### src/rtl/cursor_pkg.sv
// Shared constants for the cursor controller: button indices, repeat FSM
// encoding and the clamp/wrap step arithmetic.
package cursor_pkg;

  localparam int DIR_UP    = 3;
  localparam int DIR_DOWN  = 2;
  localparam int DIR_LEFT  = 1;
  localparam int DIR_RIGHT = 0;

  localparam logic [1:0] RPT_IDLE   = 2'd0;
  localparam logic [1:0] RPT_DELAY  = 2'd1;
  localparam logic [1:0] RPT_REPEAT = 2'd2;

  // One step of size stp along an axis of extent res; stp < res keeps a
  // single correction sufficient for the wrap case.
  function automatic int step_pos(input int pos, input int res, input int stp,
                                  input logic inc, input logic wrap);
    int sum;
    if (inc) begin
      sum = pos + stp;
      if (sum > res - 1) sum = wrap ? sum - res : res - 1;
    end else begin
      sum = pos - stp;
      if (sum < 0) sum = wrap ? sum + res : 0;
    end
    return sum;
  endfunction

endpackage

### src/rtl/btn_debounce.sv
// Two-flop synchroniser plus level debouncer for one active-low push-button;
// level is the accepted active-high pressed state.
module btn_debounce #(
  parameter int DEB_CYCLES = 250000
) (
  input  logic clock,
  input  logic resetn,
  input  logic btn_n,
  output logic level
);

  localparam int CW = (DEB_CYCLES > 1) ? $clog2(DEB_CYCLES) : 1;
  localparam logic [CW-1:0] CNT_LOAD = CW'(DEB_CYCLES - 1);

  logic          sync_a;
  logic          sync_b;
  logic [CW-1:0] cnt;

  // Synchroniser resets to the released level so a button held through reset
  // is debounced as a fresh press.
  always_ff @(posedge clock) begin
    if (!resetn) begin
      sync_a <= 1'b1;
      sync_b <= 1'b1;
      cnt    <= CNT_LOAD;
      level  <= 1'b0;
    end else begin
      sync_a <= btn_n;
      sync_b <= sync_a;
      if (~sync_b == level) begin
        cnt <= CNT_LOAD;
      end else if (cnt == '0) begin
        level <= ~sync_b;
        cnt   <= CNT_LOAD;
      end else begin
        cnt <= cnt - 1'b1;
      end
    end
  end

endmodule

### src/rtl/cursor_ctrl.sv
// Four-button cursor controller: debounced buttons drive a clamped or wrapped
// (x, y) position. Hold-to-repeat is built only with CURSOR_AUTOREPEAT_EN.
//
// state      | meaning
// RPT_IDLE   | axis idle or waiting for a press event
// RPT_DELAY  | stepped on press, counting down to first repeat
// RPT_REPEAT | stepping once per repeat period while held
module cursor_ctrl
  import cursor_pkg::*;
#(
  parameter int H_RES      = 640,
  parameter int V_RES      = 480,
  parameter int STEP       = 4,
  parameter int DEB_CYCLES = 250000,
  parameter int RPT_DELAY  = 25000000,
  parameter int RPT_PERIOD = 5000000,
  parameter int WRAP       = 0
) (
  input  logic                     clock,
  input  logic                     resetn,
  input  logic                     up,
  input  logic                     down,
  input  logic                     left,
  input  logic                     right,
  output logic [$clog2(H_RES)-1:0] x_pos,
  output logic [$clog2(V_RES)-1:0] y_pos,
  output logic [3:0]               held,
  output logic                     moved
);

  localparam int XW = $clog2(H_RES);
  localparam int YW = $clog2(V_RES);

  logic [3:0]    lvl;
  logic [3:0]    lvl_q;
  logic [3:0]    press;
  logic [1:0]    act;
  logic [1:0]    prs;
  logic [1:0]    step;
  logic [XW-1:0] x_nxt;
  logic [YW-1:0] y_nxt;

  btn_debounce #(.DEB_CYCLES(DEB_CYCLES)) u_deb_up (
    .clock(clock), .resetn(resetn), .btn_n(up), .level(lvl[DIR_UP]));
  btn_debounce #(.DEB_CYCLES(DEB_CYCLES)) u_deb_down (
    .clock(clock), .resetn(resetn), .btn_n(down), .level(lvl[DIR_DOWN]));
  btn_debounce #(.DEB_CYCLES(DEB_CYCLES)) u_deb_left (
    .clock(clock), .resetn(resetn), .btn_n(left), .level(lvl[DIR_LEFT]));
  btn_debounce #(.DEB_CYCLES(DEB_CYCLES)) u_deb_right (
    .clock(clock), .resetn(resetn), .btn_n(right), .level(lvl[DIR_RIGHT]));

  assign held  = lvl;
  assign press = lvl & ~lvl_q;

  // Index 0 is the x axis, index 1 the y axis; both buttons down cancels the axis.
  assign act[0] = lvl[DIR_LEFT] ^ lvl[DIR_RIGHT];
  assign act[1] = lvl[DIR_UP] ^ lvl[DIR_DOWN];
  assign prs[0] = act[0] & (press[DIR_LEFT] | press[DIR_RIGHT]);
  assign prs[1] = act[1] & (press[DIR_UP] | press[DIR_DOWN]);

`ifdef CURSOR_AUTOREPEAT_EN
  localparam int TW = $clog2(((RPT_DELAY > RPT_PERIOD) ? RPT_DELAY : RPT_PERIOD) + 1);
  localparam logic [TW-1:0] DLY_LOAD = TW'(RPT_DELAY - 1);
  localparam logic [TW-1:0] PER_LOAD = TW'(RPT_PERIOD - 1);

  logic [1:0][1:0]    rpt_state;
  logic [1:0][TW-1:0] tmr;

  always_comb begin
    step = '0;
    for (int a = 0; a < 2; a++)
      step[a] = act[a] & (prs[a] | ((rpt_state[a] != RPT_IDLE) && (tmr[a] == '0)));
  end

  always_ff @(posedge clock) begin
    if (!resetn) begin
      rpt_state <= {RPT_IDLE, RPT_IDLE};
      tmr       <= '0;
    end else begin
      for (int a = 0; a < 2; a++) begin
        if (!act[a]) begin
          rpt_state[a] <= RPT_IDLE;
        end else if (prs[a]) begin
          // A fresh press, including a direction swap, restarts the delay.
          rpt_state[a] <= RPT_DELAY;
          tmr[a]       <= DLY_LOAD;
        end else if (rpt_state[a] != RPT_IDLE) begin
          if (tmr[a] == '0) begin
            rpt_state[a] <= RPT_REPEAT;
            tmr[a]       <= PER_LOAD;
          end else begin
            tmr[a] <= tmr[a] - 1'b1;
          end
        end
      end
    end
  end
`else
  logic unused_rpt;
  assign unused_rpt = ^{RPT_DELAY, RPT_PERIOD};
  assign step       = prs;
`endif

  always_comb begin
    x_nxt = x_pos;
    y_nxt = y_pos;
    if (step[0])
      x_nxt = XW'(step_pos(int'(x_pos), H_RES, STEP, lvl[DIR_RIGHT], logic'(WRAP != 0)));
    if (step[1])
      y_nxt = YW'(step_pos(int'(y_pos), V_RES, STEP, lvl[DIR_DOWN], logic'(WRAP != 0)));
  end

  always_ff @(posedge clock) begin
    if (!resetn) begin
      x_pos <= XW'(H_RES / 2);
      y_pos <= YW'(V_RES / 2);
      moved <= 1'b0;
      lvl_q <= '0;
    end else begin
      x_pos <= x_nxt;
      y_pos <= y_nxt;
      moved <= (x_nxt != x_pos) || (y_nxt != y_pos);
      lvl_q <= lvl;
    end
  end

endmodule

### config.mk
export PLATFORM = sky130hd
export DESIGN_NAME = cursor_ctrl
export DESIGN_NICKNAME = d
export VERILOG_FILES = /design/src/rtl/cursor_pkg.sv /design/src/rtl/btn_debounce.sv /design/src/rtl/cursor_ctrl.sv
export SDC_FILE = /design/constraint.sdc
export NUM_CORES = 1
export LEC_CHECK = 0
export CORE_ASPECT_RATIO = 1.1
export CORE_UTILIZATION = 54
export DETAILED_ROUTE_END_ITERATION = 12
export PLACE_DENSITY = 0.82
export SYNTH_ARGS = -nofsm -noshare
export SYNTH_HDL_FRONTEND = slang
export SYNTH_SLANG_ARGS = --single-unit
### constraint.sdc
create_clock -name clock -period 2.8 [get_ports clock]
set_clock_uncertainty 0.05 [all_clocks]
set_input_delay 0.28 -clock clock [delete_from_list [all_inputs] [get_ports clock]]
set_output_delay 0.28 -clock clock [all_outputs]
set_load 0.02 [all_outputs]
==> results of run 1 <==
## area by class of cell
| type | count | area (sq um) | area share |
|---|---|---|---|
| clock inverter | 6 | 66.3 | 0.0105 |
| sequential | 108 | 2160 | 0.342 |
| clock buffer | 9 | 124 | 0.0196 |
| timing repair buffer | 64 | 553 | 0.0875 |
| multi-input combinational | 519 | 3190 | 0.505 |
| inverter | 20 | 75.1 | 0.0119 |
| tap | 120 | 150 | 0.0238 |
## worst max-delay path by stage
| stage | from | end | slack [ps] | depth (start not counted) |
|---|---|---|---|---|
| after floorplan | x_pos[2]$_SDFF_PN0_ | moved$_SDFF_PN0_ | 20 | 11 |
| after global placement | x_pos[2]$_SDFF_PN0_ | moved$_SDFF_PN0_ | 270 | 9 |
| after detailed placement | u_deb_left.cnt[7]$_SDFF_PP1_ | u_deb_left.cnt[9]$_SDFF_PP0_ | 170 | 7 |
| after CTS | u_deb_left.cnt[7]$_SDFF_PP1_ | u_deb_left.cnt[9]$_SDFF_PP0_ | 140 | 7 |
| after global routing | u_deb_left.cnt[7]$_SDFF_PP1_ | u_deb_left.cnt[8]$_SDFF_PP0_ | 6 | 7 |
| final | u_deb_left.cnt[7]$_SDFF_PP1_ | u_deb_left.cnt[9]$_SDFF_PP0_ | 140 | 7 |
## logic make-up (layout without fill, tap and decap cells)
| family | after synthesis | count (layout) | synth area share |
|---|---|---|---|
| compound gates | 108 | 108 | 0.129 |
| xor+xnor | 64 | 64 | 0.0996 |
| fa+ha+maj | 9 | 9 | 0.0200 |
| buf+inv | 54 | 99 | 0.0507 |
| flops | 108 | 108 | 0.384 |
| mux | 5 | 5 | 0.00912 |
| simple gates | 333 | 333 | 0.307 |
## layer usage
metal | global-route usage | wire length (um) | vias to the layer above | share of wire
li1 | - | - | 2456 | -
met1 | 0.319 | 5730 | 2312 | 0.46
met2 | 0.414 | 5910 | 149 | 0.47
met3 | 0.0314 | 559 | 31 | 0.044
met4 | 0.102 | 377 | 0 | 0.030
met5 | 0 | 0 | - | 0
## state kept, by name, summed over array words and instances, names as in the netlist
name	cells
u_deb_down.sync_a	1
u_deb_up.level	1
u_deb_right.sync_b	1
lvl_q	4
u_deb_down.sync_b	1
u_deb_right.sync_a	1
u_deb_left.level	1
u_deb_down.cnt	18
u_deb_right.cnt	18
u_deb_up.sync_a	1
u_deb_left.cnt	18
moved	1
u_deb_left.sync_a	1
x_pos	10
u_deb_up.cnt	18
y_pos	9
u_deb_down.level	1
u_deb_left.sync_b	1
u_deb_up.sync_b	1
u_deb_right.level	1
## per-stage QoR
step	power, W	instances	util	cell area [sq um]	setup WS, ps
6_report	0.00253	846	0.633	6320	141
3_5_place_dp	0.00162	831	0.613	6120	169
5_1_grt	0.00261	846	0.633	6320	6.49
3_3_place_gp	0.00162	831	0.613	6120	269
4_1_cts	0.00254	846	0.632	6310	144
2_1_floorplan	0.00161	681	-	5630	24.4
## where the power goes
group	total [W]	switching [W]	internal, W
logic	0.0000408	0.0000224	0.0000184
registers	0.00155	0.00000345	0.00154
clock network	0.000940	0.000531	0.000409
total	0.00253	0.000557	0.00197
## cell usage after synthesis (all sizes together) (9+ instances only)
cell type and count:
or3 12, dfxtp 108, and2 18, clkbuf 16, nand2b 13, a21oi 30, nor4 19, ha 9
o21ai 23, nor2 72, buf 17, xor2 16, or4 11, nand2 99, xnor2 48, inv 18
nor3 28, nand3 23
## worst max-delay path, cell delays in order, from the launching register on
cell and delay (ps):
dfxtp_1 350, or4_4 580, nor4_2 220, nand2b_1 150, or4_4 470, nor4_4 290, nand2b_1 350, nor2_1 90
## cell usage in the layout, fill, tap and decap left out, types with 3 or more instances in the layout
cell type / n
xor2_1: 16
a21boi_0: 5
o31ai_1: 3
inv_1: 17
o22ai_1: 3
clkdlybuf4s50_1: 29
nand3_1: 23
nor2_1: 71
nor3b_1: 5
o21ai_0: 15
ha_1: 9
o211a_1: 4
a21oi_1: 30
and2_1: 18
a32oi_1: 3
clkbuf_8: 9
nor3_1: 26
nand2_1: 98
nand2b_1: 13
or4_1: 9
o21ai_1: 8
nor2b_1: 4
and4_1: 3
buf_4: 35
clkinvlp_4: 3
nor4_1: 15
or3_1: 12
mux2i_1: 4
nand3b_1: 3
a31oi_1: 6
xnor2_1: 48
nor4b_1: 3
o211ai_1: 3
nand4_1: 7
dfxtp_1: 108
## timing repair
| action | CTS | global route |
|---|---|---|
| setup endpoints to repair | 0 | 1 |
| resized for setup | 0 | 2 |
| buffers inserted | 0 | 0 |
==> summary.md, run 1 <==
| Metric | Value |
|---|---|
| Status | `finished, final reports clean` |
| Tot GR Track Use | `0.246` |
| Grt ovf | `0` |
| IO Count | `30` |
| Fin Setup TNS | `0 ps` |
| Area of the core | `between 9000 and 10000 sq um` |
| Setup slack, reg-to-reg | `140 ps` |
| Root Buffer | `clkbuf_8` |
| Total CTS buffers | `9` |
| TritonCTS clock tree | `yes` |
| Routed Antenna Nets | `0` |
| Vias in the first global route | `4638` |
| Initial antenna violation count | `0` |
| DP Wirelength | `9.37 mm` |
| Final period util | `0.950` |
| Die height | `109 um` |
| Worst EP required | `3000 ps` |
| Syn Nets | `696` |
| Leak Pwr | `around 2.3 nW` |
| Final min period | `2660 ps` |
| Synth top area cells | `dfxtp_1 38%, xnor2_1 7.5%, nand2_1 6.5%` |
| RD Place Congestion | `0.960` |
| HP Class | `flop to flop` |
| Nets | `around 740` |
| First-pass GRT wire length | `21.4 mm` |
| Most used flip-flop cell after synthesis | `dfxtp_1` |
| Largest net degree at the start of global routing | `18` |
| Asr flop ratio synth | `0` |
| IO Port Bufs | `29` |
| Routed vias | `4948` |
| Layout cells sized above 1 | `0.0950` |
| Max Clk Rate | `around 380 MHz` |
| Hold EP | `u_deb_right.cnt[0]$_SDFF_PP1_` |
| Flops & latches, synth | `108` |
| CTS H-tree lvls | `3` |
| Post-synthesis cell type count | `79` |
| Max Cap Viol | `0` |
| Post-synthesis cell type with the largest combined area | `dfxtp_1` |
| Number of cell rows | `38` |
| CTS Buffer Depth | `2` |
| Clk_lat worst skew | `370 ps` |
| Finish-stage setup viols | `0` |
| Power Density | `400 nW/um^2` |
| CTS Hold Bufs | `0` |
| Post-DR wirelength/cell | `14.9 um` |
| Sequential-to-total area share from yosys stat | `0.384` |
| CP Max Fanout | `8` |
| EDFF count, synth | `0` |
| Worst R2R End | `u_deb_left.cnt[9]$_SDFF_PP0_` |
| Synthesized area | `around 5600 sq um` |
| Hold depth | `1` |
| Die area | `roughly 11000 sq um` |
| Starting DRT DRC Count | `just under 300` |
| Reg2Reg Depth | `7` |
| Slew margin rel. | `0.571` |
| Via-to-Cell Ratio | `5.85` |
| Filler Cells Inserted | `about 860` |
| Hold Slack | `361 ps` |
| Synthesized instance count | `681` |
| Die width | `99.3 um` |
| DR pass1 iterations | `4` |
| Unrepaired setup endpoints after global routing | `no` |
| Clock Sink Count | `108` |
| Worst R2R Start | `u_deb_left.cnt[7]$_SDFF_PP1_` |
| Critical Path AT | `2850 ps` |
| Hold wc startpoint | `u_deb_right.cnt[0]$_SDFF_PP1_` |
| VDD IR max | `0.358 mV` |
| Synth-to-Final Area Change | `12.4%` |
| Setup CP Type | `flop to flop` |
| Mean Syn Cell Area | `between 8 and 9 sq um` |
| Yosys warns | `0` |
| Yosys top cell area share | `0.384` |
| Worst-margin pin slew | `638 ps` |
| Routed WL | `12.6 mm` |
| Final Max Tran Viols | `0` |
| DRC Markers | `0` |
| ANT cells | `0` |
| Worst Setup Start Kind | `flop` |
| Clk slew on worst S/H paths | `90 ps` |
| Crit path capture type | `flop` |
| Final Hold Fails | `0` |
| Initial Util | `0.563` |
Power figures use the tool's default switching activity.
==> inputs of run 2 (changes only) <==
--- a/config.mk
+++ b/config.mk
@@ -6,6 +6,7 @@
 export NUM_CORES = 1
 export LEC_CHECK = 0
 export CORE_ASPECT_RATIO = 1.1
+export CORE_MARGIN = 2
 export CORE_UTILIZATION = 54
 export DETAILED_ROUTE_END_ITERATION = 12
 export PLACE_DENSITY = 0.82
==> run 2 against run 1 <==
Clock-buffer cell count grew 2. Critical path type unchanged. Setup slack got worse by 14 ps. Core utilization fell by 0.48 points. Register-to-register slack barely moved. Critical endpoint is now moved$_SDFF_PN0_. Routed wire length is 3.5% higher. Clock power up 36%. Largest cell class unchanged. Die area up 3.9%. Sequential power barely moved. Total power increased by 13%.
==> summary.md, run 2 (synthesis gave the netlist of run 1 again) <==
| Metric | Value |
|---|---|
| TritonCTS clock tree | `yes` |
| Vias in the first global route | `4776 (+3.0%)` |
| RD Place Congestion | `0.976 (+1.6%)` |
| Initial Util | `0.549 (-0.0144)` |
| Final min period | `2670 ps (+14.1 ps)` |
| Starting DRT DRC Count | `286 (-1.0%)` |
| Hold Slack | `353 ps (-7.59 ps)` |
| IO Port Bufs | `29 (unchanged)` |
| Worst R2R End | `moved$_SDFF_PN0_` |
| Commonest non-fill, non-tap cell in the layout | `dfxtp_1` |
| Layout cells sized above 1 | `0.0963 (+0.00124)` |
| Worst Setup Start Kind | `flop` |
| Slew margin rel. | `0.634 (+0.0632)` |
| DRC Markers | `0 (unchanged)` |
| Final Core Density | `0.628 (-0.00476)` |
| Post-DR wirelength/cell | `15.3 um (+3.0%)` |
| ANT cells | `0 (unchanged)` |
| Routed WL | `13.0 mm (+3.5%)` |
| Max Clk Rate | `374 MHz (-0.53%)` |
| Worst R2R Start | `x_pos[3]$_SDFF_PN0_` |
| Hold wc startpoint | `u_deb_right.cnt[0]$_SDFF_PP1_` |
| Worst EP required | `2980 ps (-20 ps)` |
| Final Hold Fails | `0 (unchanged)` |
| Setup WS post-layout | `127 ps (-14.1 ps)` |
| Total CTS buffers | `9 (unchanged)` |
| Clk slew on worst S/H paths | `70 ps (-20 ps)` |
| Tot GR Track Use | `0.239 (-0.00676)` |
| Fin Setup TNS | `0 ps (unchanged)` |
| Hold EP | `u_deb_right.cnt[0]$_SDFF_PP1_` |
| Root Buffer | `clkbuf_16` |
| DR pass1 iterations | `7 (+3)` |
| CP Max Fanout | `7 (-1)` |
| Die height | `111 um (+1.8%)` |
| CTS Hold Bufs | `0 (unchanged)` |
| Setup CP Type | `flop to flop` |
| Fin area | `6440 sq um (+1.9%)` |
| Area post-placement | `6120 sq um (about the same)` |
| Crit path capture type | `flop` |
| Final Max Tran Viols | `0 (unchanged)` |
| Switching pwr | `0.000580 W (+4.1%)` |
| Largest net degree at the start of global routing | `20 (+2)` |
| Int Pwr | `0.00228 W (+16%)` |
| Leak Pwr | `2.31 nW (+2.5%)` |
| CTS H-tree lvls | `3 (unchanged)` |
| Initial antenna violation count | `0 (unchanged)` |
| Switch share | `0.203 (-0.0178)` |
| Number of cell rows | `39 (+2.6%)` |
| Die width | `101 um (+2.0%)` |
| Worst-margin pin slew | `544 ps (-94.5 ps)` |
| CTS Buffer Depth | `2 (unchanged)` |
| DP Wirelength | `9.65 mm (+3.0%)` |
| Clock power frac | `0.446 (+0.074)` |
| Via-to-Cell Ratio | `5.85 (about the same)` |
| Hold depth | `1 (unchanged)` |
| Status | `finished, final reports clean` |
| Commonest cells after routing, fill and taps aside | `108 x dfxtp_1, 98 x nand2_1, 71 x nor2_1` |
| Area of the core | `10200 sq um (+2.6%)` |
| Reg2Reg Depth | `9 (+2)` |
| VDD IR max | `0.323 mV (-9.8%)` |
| Routed Antenna Nets | `0 (unchanged)` |
| HP Class | `flop to flop` |
| Combinational share of power | `0.013 (-0.003)` |
| Seq pwr share | `0.541 (-0.071)` |
| Power Density | `444 nW/um^2 (+11%)` |
| Final period util | `0.955 (+0.00505)` |
| First-pass GRT wire length | `21.9 mm (+2.3%)` |
| IO Count | `30 (unchanged)` |
| Clock Sink Count | `108 (unchanged)` |
| Critical Path AT | `2850 ps (about the same)` |
| Routed vias | `4971 (+0.46%)` |
| Max Cap Viol | `0 (unchanged)` |
| Finish-stage setup viols | `0 (unchanged)` |
| Dpl ws | `157 ps (-12.0 ps)` |
| Clk_lat worst skew | `340 ps (-30 ps)` |
| Setup slack, reg-to-reg | `130 ps (about the same)` |
| Die area | `11300 sq um (+3.9%)` |
| Synth-to-Final Area Change | `14.5%` |
| Grt ovf | `0 (unchanged)` |
| Nets | `737 (unchanged)` |
-- run 2: cell count changes in the layout (fill, tap and decap cells not counted) --
cell	previous run	this run
clkbuf_16	0	9
clkbuf_8	9	1
clkinvlp_4	3	1
a32oi_1	3	2
a32oi_2	0	1
clkbuf_1	0	1
inv_6	0	1
nor3b_2	1	2
nor3b_4	1	0
-- run 2: critical path, stage by stage (launching register included) --
cell	delay, ps
dfxtp_1	350
buf_4	170
or4_1	580
nor2_1	150
xor2_1	100
a32oi_2	240
xor2_1	170
a31oi_1	100
a311o_1	350
o31a_1	300
-- run 2: power by group through the flow --
stage / combinational [W] / clock [W] / sequential (W)
5_1_grt: 0.0000422 / 0.00137 / 0.00155
6_report: 0.0000373 / 0.00128 / 0.00155
3_5_place_dp: 0.0000378 / 0 / 0.00158
3_3_place_gp: 0.0000374 / 0 / 0.00158
4_1_cts: 0.0000380 / 0.00130 / 0.00155
2_1_floorplan: 0.0000251 / 0 / 0.00158
-- run 2: routing by layer --
layer	track usage	part of all wire	up-vias
met5	0	0	-
met4	0.0766	0.011	0
met3	0.0416	0.051	14
met2	0.407	0.51	149
met1	0.304	0.43	2360
li1	-	-	2448
-- run 2: how the worst max path moves through the flow --
| stage | from | to | slack (ps) | cells after the start |
|---|---|---|---|---|
| after detailed placement | u_deb_left.cnt[7]$_SDFF_PP1_ | u_deb_left.cnt[5]$_SDFF_PP0_ | 160 | 7 |
| after global placement | x_pos[3]$_SDFF_PN0_ | moved$_SDFF_PN0_ | 230 | 9 |
| after CTS | u_deb_left.cnt[7]$_SDFF_PP1_ | u_deb_left.cnt[5]$_SDFF_PP0_ | 140 | 7 |
| final | x_pos[3]$_SDFF_PN0_ | moved$_SDFF_PN0_ | 130 | 9 |
| after floorplan | x_pos[2]$_SDFF_PN0_ | moved$_SDFF_PN0_ | 20 | 11 |
| after global routing | x_pos[3]$_SDFF_PN0_ | moved$_SDFF_PN0_ | -20 | 9 |
-- run 2: cell type report --
cell class	instances	area, sq um
multi-input combinational	519	3190
sequential	108	2160
clock inverter	5	60.1
clock buffer	11	243
tap	123	154
timing repair buffer	64	553
inverter	20	75.1
fill	857	3810
-- run 2: stage by stage --
step | power, W | instances
CTS | 0.00289 | 850
global route | 0.00296 | 850
finish | 0.00286 | 850
global placement | 0.00162 | 834
detailed placement | 0.00162 | 834
floorplan | 0.00161 | 681
-- run 2: what timing repair did --
action | in CTS | in global routing
setup buffers | 0 | 0
gates resized for setup | 0 | 2
setup endpoints to repair | 0 | 1
==> inputs of run 3 (changes only) <==
--- a/config.mk
+++ b/config.mk
@@ -10,6 +10,7 @@
 export CORE_UTILIZATION = 54
 export DETAILED_ROUTE_END_ITERATION = 12
 export PLACE_DENSITY = 0.82
+export RECOVER_POWER = 100
 export SYNTH_ARGS = -nofsm -noshare
 export SYNTH_HDL_FRONTEND = slang
 export SYNTH_SLANG_ARGS = --single-unit
==> run 3 against run 2 <==
Routed wire length rose by 0.35%. Clock power barely moved. Register-to-register slack barely moved. Core utilization fell by 0.11 points. Sequential power barely moved. Maximum frequency rose by 0.17%. Total power barely moved. Flip-flop and latch count did not move. Global-route usage did not move. Critical endpoint unchanged. Largest power group unchanged.
==> summary.md, run 3 (synthesis gave the netlist of run 1 again) <==
| Metric | Value |
|---|---|
| Root Buffer | `clkbuf_16` |
| Final min period | `2670 ps (-4.65 ps)` |
| Worst EP required | `2980 ps (about the same)` |
| Area of the core | `10200 sq um (unchanged)` |
| Synth-to-Final Area Change | `14.3%` |
| Status | `finished, final reports clean` |
| CTS Hold Bufs | `0 (unchanged)` |
| DP Wirelength | `9.65 mm (unchanged)` |
| Filler Cells Inserted | `862 (+0.58%)` |
| Largest net degree at the start of global routing | `20 (unchanged)` |
| Die area | `11300 sq um (unchanged)` |
| CP Max Fanout | `7 (unchanged)` |
| Via-to-Cell Ratio | `5.80 (-0.82%)` |
| Die width | `101 um (unchanged)` |
| Hold Slack | `353 ps (-0.0150 ps)` |
| Grt ovf | `0 (unchanged)` |
| Clk slew on worst S/H paths | `70 ps (about the same)` |
| Clock Sink Count | `108 (unchanged)` |
| Final period util | `0.953 (-0.00166)` |
| Layout cells sized above 1 | `0.0922 (-0.00413)` |
| Slew margin rel. | `0.423 (-0.211)` |
| Commonest non-fill, non-tap cell in the layout | `dfxtp_1` |
| Max Cap Viol | `0 (unchanged)` |
| Post-cts gate resize count | `0 (unchanged)` |
| Final Max Tran Viols | `0 (unchanged)` |
| Number of cell rows | `39 (unchanged)` |
| Routed Antenna Nets | `0 (unchanged)` |
| First-pass GRT wire length | `21.9 mm (unchanged)` |
| CTS H-tree lvls | `3 (unchanged)` |
| Setup CP Type | `flop to flop` |
| VDD IR max | `0.322 mV (about the same)` |
| ANT cells | `0 (unchanged)` |
| Worst-margin pin slew | `866 ps (+322 ps)` |
| Total CTS buffers | `9 (unchanged)` |
| Nets | `737 (unchanged)` |
| DRC Markers | `0 (unchanged)` |
| Routed WL | `13.1 mm (+0.35%)` |
| TritonCTS clock tree | `yes` |
| Worst Setup Start Kind | `flop` |
| Setup WS post-layout | `132 ps (+4.65 ps)` |
| Die height | `111 um (unchanged)` |
| Starting DRT DRC Count | `268 (-6.3%)` |
| Post-DR wirelength/cell | `15.4 um (+0.35%)` |
| Register Area | `2160 sq um (unchanged)` |
| HP Class | `flop to flop` |
| Post-CTS Setup Bufs | `0 (unchanged)` |
| Total design power | `0.00286 W (about the same)` |
| Dpl ws | `157 ps (unchanged)` |
| Commonest cells after routing, fill and taps aside | `108 x dfxtp_1, 98 x nand2_1, 71 x nor2_1` |
| Initial antenna violation count | `0 (unchanged)` |
| Max Clk Rate | `375 MHz (+0.17%)` |
| Initial Util | `0.549 (unchanged)` |
| Power Density | `445 nW/um^2 (+0.26%)` |
| CTS Buffer Depth | `2 (unchanged)` |
| Final Hold Fails | `0 (unchanged)` |
| Crit path capture type | `flop` |
| Vias in the first global route | `4776 (unchanged)` |
| RD Place Congestion | `0.976 (unchanged)` |
| Tot GR Track Use | `0.239 (unchanged)` |
| Critical Path AT | `2850 ps (about the same)` |
| IO Count | `30 (unchanged)` |
| DR pass1 iterations | `5 (-2)` |
| Clk_lat worst skew | `340 ps (about the same)` |
| Multi-input gate area | `3190 sq um (unchanged)` |
| IO Port Bufs | `29 (unchanged)` |
| Finish-stage setup viols | `0 (unchanged)` |
| Routed vias | `4930 (-0.82%)` |
| Leak Pwr | `2.33 nW (+1.0%)` |
-- run 3: cell count changes in the layout (fill, tap and decap cells not counted), sizes merged --
cell           delta
clkdlybuf4s50    -22
dlygate4sd3      +22
buf               -3
clkbuf            +3
-- run 3: through the flow --
stage	utilization	cell area, sq um	setup TNS [ps]	std cells
2_1_floorplan	-	5630	0	681
3_3_place_gp	0.597	6120	0	834
3_5_place_dp	0.597	6120	0	834
4_1_cts	0.627	6420	0	850
5_1_grt	0.627	6430	-16.4	850
6_report	0.627	6430	0	850
-- run 3: where the power goes --
part | leakage (nW) | internal [W] | total, W | switching [W]
clock network | 0.146 | 0.000722 | 0.00128 | 0.000558
logic | 1.31 | 0.0000152 | 0.0000360 | 0.0000208
registers | 0.874 | 0.00154 | 0.00155 | 0.00000379
-- run 3: final timing paths --
check | startpoint | end | slack [ps] | depth (start not counted)
max | x_pos[3]$_SDFF_PN0_ | moved$_SDFF_PN0_ | 130 | 9
min | u_deb_right.cnt[0]$_SDFF_PP1_ | u_deb_right.cnt[0]$_SDFF_PP1_ | 350 | 1
max reg2reg | x_pos[3]$_SDFF_PN0_ | moved$_SDFF_PN0_ | 130 | 9
min reg2reg | u_deb_right.cnt[0]$_SDFF_PP1_ | u_deb_right.cnt[0]$_SDFF_PP1_ | 350 | 1
-- run 3: layer usage --
metal / track usage / vias up / routed length (um)
met5: 0 / - / 0
met4: 0.0766 / 0 / 195
met3: 0.0416 / 20 / 704
met2: 0.407 / 147 / 6540
met1: 0.304 / 2315 / 5620
li1: - / 2448 / -
-- run 3: layout make-up --
class	instances	share of cell area
multi-input cells	519	0.497
clock inverters	5	0.00934
clock buffers	11	0.0378
well taps	123	0.0239
repair buffers	64	0.0843
inverters	20	0.0117
flip-flops and latches	108	0.336
-- run 3: worst max-delay path, cell delays in order (launching register included) --
cell and delay (ps):
dfxtp_1 350, buf_4 170, or4_1 580, nor2_1 150
xor2_1 100, a32oi_2 240, xor2_1 170, a31oi_1 100
a311o_1 350, o31a_1 300
